<file path="config.mk">
export PLATFORM = sky130hd
export DESIGN_NAME = mem_bus_arbiter
export DESIGN_NICKNAME = d
export VERILOG_FILES = /design/src/rtl/mem_bus_pkg.sv /design/src/rtl/mem_arb_timeout.sv /design/src/rtl/mem_bus_arbiter.sv
export SDC_FILE = /design/constraint.sdc
export NUM_CORES = 1
export LEC_CHECK = 0
export CORE_AREA = 2 2 122 124
export DETAILED_ROUTE_END_ITERATION = 8
export DIE_AREA = 0 0 124 126
export HOLD_SLACK_MARGIN = 0.06
export RECOVER_POWER = 25
export SLEW_MARGIN = 20
export SYNTH_ARGS = -nofsm -noshare
export SYNTH_HDL_FRONTEND = slang
export SYNTH_HIERARCHICAL = 1
export SYNTH_SLANG_ARGS = --single-unit
</file>
<file path="constraint.sdc">
create_clock -name clk -period 4.6 [get_ports clk]
set_clock_uncertainty 0.1 [all_clocks]
set_input_delay 0.69 -clock clk [delete_from_list [all_inputs] [get_ports clk]]
set_output_delay 0.69 -clock clk [all_outputs]
set_load 0.1 [all_outputs]
</file>
<file path="src/rtl/mem_bus_pkg.sv">
// mem_bus_pkg: shared FSM state, owner encoding and default widths for the
// picorv32 memory bus arbiter.
package mem_bus_pkg;
  typedef enum logic {ARB_IDLE = 1'b0, ARB_BUSY = 1'b1} arb_state_e;
  localparam logic [1:0] OWN_NONE = 2'b00;
  localparam logic [1:0] OWN_M0 = 2'b01;
  localparam logic [1:0] OWN_M1 = 2'b10;
  localparam int DEF_ADDR_W = 32;
  localparam int DEF_DATA_W = 32;
endpackage

</file>
<file path="src/rtl/mem_arb_timeout.sv">
// mem_arb_timeout: saturating busy-cycle counter; expired_o flags the
// TIMEOUT-th counted cycle (never asserts when TIMEOUT is 0).
module mem_arb_timeout #(
  parameter int TIMEOUT = 255
) (
  input  logic clk,
  input  logic resetn,
  input  logic clear_i,
  input  logic en_i,
  output logic expired_o
);
  localparam int CW = (TIMEOUT > 0) ? $clog2(TIMEOUT + 1) : 1;
  localparam int LIM = (TIMEOUT > 0) ? TIMEOUT - 1 : 0;
  logic [CW-1:0] cnt_q, cnt_d;
  always_comb cnt_d = clear_i ? '0 : (en_i && cnt_q != CW'(TIMEOUT)) ? cnt_q + CW'(1) : cnt_q;
  always_ff @(posedge clk or negedge resetn)
    if (!resetn) cnt_q <= '0;
    else cnt_q <= cnt_d;
  // the count is cleared on grant, so it holds k-1 during the k-th busy cycle
  assign expired_o = (TIMEOUT != 0) && (cnt_q >= CW'(LIM));
endmodule

</file>
<file path="src/rtl/mem_bus_arbiter.sv">
// mem_bus_arbiter: two-master/one-slave picorv32 bus arbiter with hung-slave
// timeout. Define MEM_ARB_ROUND_ROBIN_EN for round-robin ties, else m0 priority.
module mem_bus_arbiter
  import mem_bus_pkg::*;
#(
  parameter int ADDR_W = DEF_ADDR_W,
  parameter int DATA_W = DEF_DATA_W,
  parameter int TIMEOUT = 255
) (
  input  logic                clk,
  input  logic                resetn,
  input  logic                m0_valid,
  input  logic                m0_instr,
  input  logic [ADDR_W-1:0]   m0_addr,
  input  logic [DATA_W-1:0]   m0_wdata,
  input  logic [DATA_W/8-1:0] m0_wstrb,
  output logic                m0_ready,
  output logic [DATA_W-1:0]   m0_rdata,
  input  logic                m1_valid,
  input  logic                m1_instr,
  input  logic [ADDR_W-1:0]   m1_addr,
  input  logic [DATA_W-1:0]   m1_wdata,
  input  logic [DATA_W/8-1:0] m1_wstrb,
  output logic                m1_ready,
  output logic [DATA_W-1:0]   m1_rdata,
  output logic                s_valid,
  output logic                s_instr,
  output logic [ADDR_W-1:0]   s_addr,
  output logic [DATA_W-1:0]   s_wdata,
  output logic [DATA_W/8-1:0] s_wstrb,
  input  logic                s_ready,
  input  logic [DATA_W-1:0]   s_rdata,
  output logic [1:0]          grant,
  output logic                timeout_err
);
  arb_state_e state_q, state_d;
  logic [1:0] owner_q, owner_d, pick;
  logic last_q, last_d;
  logic sel0, sel1, own_valid, own_ready, expired, tmo;
  logic [DATA_W-1:0] own_rdata;

  mem_arb_timeout #(.TIMEOUT(TIMEOUT)) u_timeout (
    .clk(clk),
    .resetn(resetn),
    .clear_i(state_q == ARB_IDLE),
    .en_i(state_q == ARB_BUSY),
    .expired_o(expired)
  );

  // owner is OWN_NONE whenever idle, so every mux below yields zero there
  assign sel0 = owner_q == OWN_M0;
  assign sel1 = owner_q == OWN_M1;
  assign own_valid = (sel0 & m0_valid) | (sel1 & m1_valid);
  assign tmo = own_valid & expired & ~s_ready;
  assign own_ready = own_valid & (s_ready | expired);
  assign own_rdata = (own_valid & s_ready) ? s_rdata : '0;

  assign s_valid = own_valid & ~tmo;
  assign s_instr = (sel0 & m0_instr) | (sel1 & m1_instr);
  assign s_addr = sel0 ? m0_addr : sel1 ? m1_addr : '0;
  assign s_wdata = sel0 ? m0_wdata : sel1 ? m1_wdata : '0;
  assign s_wstrb = sel0 ? m0_wstrb : sel1 ? m1_wstrb : '0;
  assign m0_ready = sel0 & own_ready;
  assign m1_ready = sel1 & own_ready;
  assign m0_rdata = sel0 ? own_rdata : '0;
  assign m1_rdata = sel1 ? own_rdata : '0;
  assign grant = owner_q;
  assign timeout_err = tmo;

`ifdef MEM_ARB_ROUND_ROBIN_EN
  assign pick = (m1_valid && (!m0_valid || !last_q)) ? OWN_M1 : OWN_M0;
`else
  assign pick = m0_valid ? OWN_M0 : OWN_M1;
`endif

  always_comb begin
    state_d = state_q;
    owner_d = owner_q;
    last_d = last_q;
    if (state_q == ARB_IDLE) begin
      if (m0_valid || m1_valid) begin
        state_d = ARB_BUSY;
        owner_d = pick;
        last_d = pick == OWN_M1;
      end
    end else if (!own_valid || own_ready) begin
      state_d = ARB_IDLE;
      owner_d = OWN_NONE;
    end
  end

  always_ff @(posedge clk or negedge resetn)
    if (!resetn) begin
      state_q <= ARB_IDLE;
      owner_q <= OWN_NONE;
      last_q <= 1'b1;
    end else begin
      state_q <= state_d;
      owner_q <= owner_d;
      last_q <= last_d;
    end
endmodule

</file>
==> run summary <==
Outcome: finished clean
First-pass GRT wire length: 17.6 mm
R2r worst-path depth: 7
Total GRT Usage: 14.3%
Clk Tree Root Cell: clkbuf_16
Seq/Total Area, Yosys: 14.8%
Final slew viol count: 0
Setup TNS: 0 ns
Die Ht: 126 um
Post-synth cell types: 38
Slew headroom: 22.3%
Commonest non-fill, non-tap cell in the layout: clkdlybuf4s50_1
Final WL: 12.6 mm
Fin crit period: 3.71 ns
Most frequent cells in the layout: clkdlybuf4s50_1, buf_4, a22o_1
Arrival @ worst endpoint: 2.92 ns
Mapped Area: 1860 um2
Static leakage: 2.30 nW
Top_reg_cell synth: dfrtp_1
# hold bufs at CTS: 0
I/O pins: 314
ANT nets after route: 0
Synthesis-stage register bit count: 11
Share of post-route cells with drive strength above 1: 24.2%
Gate power share: 84.5%
Antenna violations before repair: 0
Vias per cell: 4.48
Cell breakdown of the critical path: dlygate4sd3_1 -> and3_1 -> and2_1 -> clkbuf_2
Worst Hold End: u_timeout/cnt_q[4]$_DFFE_PN0P_
H-tree depth: 1
Die ar.: 15600 um2
Post-Layout Cell Count: 713
Design area: 4830 um2
Total gr overflow: 0
Cells after Synth: 239
Largest net degree at the start of global routing: 53
Slowest stage cell, crit path: dlygate4sd3_1
Vias in the first global route: 3118
YS warnings: 6
1st-iter DRT viols: 111
Clock share of power: 8.6%
Routed len/inst: 17.7 um
Critical-path maximum fanout: 32
HP Class: register to register
DRC Markers: 0
Number of setup buffers added after CTS: 0
First-pass DRT Iterations: 4
Post-synth ARST share: 100%
CTS tree: built
# rows: 44
CTS buffer count: 3
Endpoints failing hold: 0
Startpoint Class: primary input
Setup CP Type: primary input to output port
Switch Pwr: 0.00126 W
Layout area overhead: 159%
Sw Share: 66.6%
CORE AREA: 14300 um2
Nets@finish: 707
Pwr Density: 390 nW/um2
Area post-placement: 4800 um2
FMAX: 270 MHz
DP Wirelength: 10.3 mm
Slowest Stage Delay on Critical Path: 0.77 ns
Clock Pin Slew Worst Setup and Hold Paths: 0.04 ns
Worst setup margin: 0.890 ns
Count of max-cap constraint violations: 0
Internal: 0.000630 W
Cts repair resizes: 0
R2R Path End: grant[0]$_DFFE_PN0P_
R2r startpoint: u_timeout/cnt_q[0]$_DFFE_PN0P_
Die width: 124 um
Worst slew pin tran: 1.17 ns
WP data required: 3.81 ns
Maximum root-to-sink buffer count: 2
Clock sinks: 11
Hold Crit Start: u_timeout/cnt_q[4]$_DFFE_PN0P_
Skew-Pair Late Insertion Delay: 0.24 ns
Peak VDD IR: 170 uV
RSZ-0062 raised after global routing: no
Vias: 3194
ANT cells: 0
Hold Crit Depth: 1
Syn Area/Cell: 7.79 um2
Number of buffers added on ports: 313
R2r setup slk: 2.76 ns
Net Count, Synth: 416
Post-synth EDFFs: 0
Worst setup EP type: output port
Final Cycle Share: 80.6%
Gpl congestion: 0.860
Flop pwr share: 6.9%
Setup-failing EPs final: 0
Pre-CTS setup slack: 1.27 ns
Dpl cells: 709
Design Power: 0.00189 W
Starting density of the core: 13.0%
==> per-stage QoR <==
stage                     util, %  hold WS [ns]
after floorplan                 -         0.294
after global placement       33.5         0.437
after detailed placement     33.5         0.452
after CTS                    34.1         0.453
after global routing         33.8         0.517
final                        33.8         0.449
==> power groups by stage <==
| stage | registers, W | clock network (W) | logic (W) |
|---|---|---|---|
| floorplan | 0.000143 | 0 | 0.00115 |
| global placement | 0.000131 | 0 | 0.00160 |
| detailed placement | 0.000132 | 0 | 0.00160 |
| CTS | 0.000131 | 0.000165 | 0.00161 |
| global route | 0.000134 | 0.000169 | 0.00164 |
| finish | 0.000131 | 0.000161 | 0.00159 |
==> worst max-delay path: cells and delay by family <==
kind,cells,cell delay [ns]
and+or+nand+nor,2,0.99
buffers and inverters,2,1.23
==> flip-flops by register name (all words and copies together) (netlist names) <==
| register | cells |
|---|---|
| grant | 2 |
| state_q | 1 |
| u_timeout/cnt_q | 8 |
==> how the worst max path moves through the flow <==
stage	end	cells after the start	start
final	m1_rdata[1]	4	s_ready
after floorplan	timeout_err	4	grant[1]$_DFFE_PN0P_
after detailed placement	timeout_err	5	m0_valid
after global placement	timeout_err	5	m0_valid
after CTS	s_addr[5]	3	grant[1]$_DFFE_PN0P_
after global routing	m1_rdata[25]	4	s_ready
==> per-layer routing <==
metal  part of all wire [%]  vias to the layer above  global-route usage, %  wire (um)
li1                       -                     1506                      -          -
met2                     46                      180                   24.2       5850
met5                      0                        -                      0          0
met3                     10                       15                   3.08       1280
met4                    1.7                        0                   3.57        213
met1                     42                     1493                   18.3       5260
==> cell usage after synthesis (2+ instances only) <==
master	number	area share, %
nand2_1	3	0.60
a41oi_1	2	0.94
and3_1	35	12
dfrtp_1	11	15
a21oi_1	8	2.2
nand3_1	4	1.1
nor2b_1	2	0.67
clkbuf_1	13	2.6
a211oi_1	4	1.6
nor2_1	4	0.81
buf_6	4	2.4
buf_2	11	3.0
inv_1	7	1.4
a22o_1	69	32
ha_1	2	1.3
and2_1	33	11
nor3_1	6	1.6
==> logic make-up after synthesis <==
logic type      share of synthesized area (%)
buf+inv                                  10.0
fa+ha+maj                                1.34
mux                                     0.806
simple gates                             31.8
compound gates                           41.3
flops                                    14.8
==> cell type report <==
class                   count  area, um2
inverters                   7       26.3
clock buffers               4       78.8
multi-input cells         191       1400
repair buffers            316       2820
well taps                 184        230
flip-flops and latches     11        275
fillers                  1475       9480
Power figures use the tool's default switching activity.
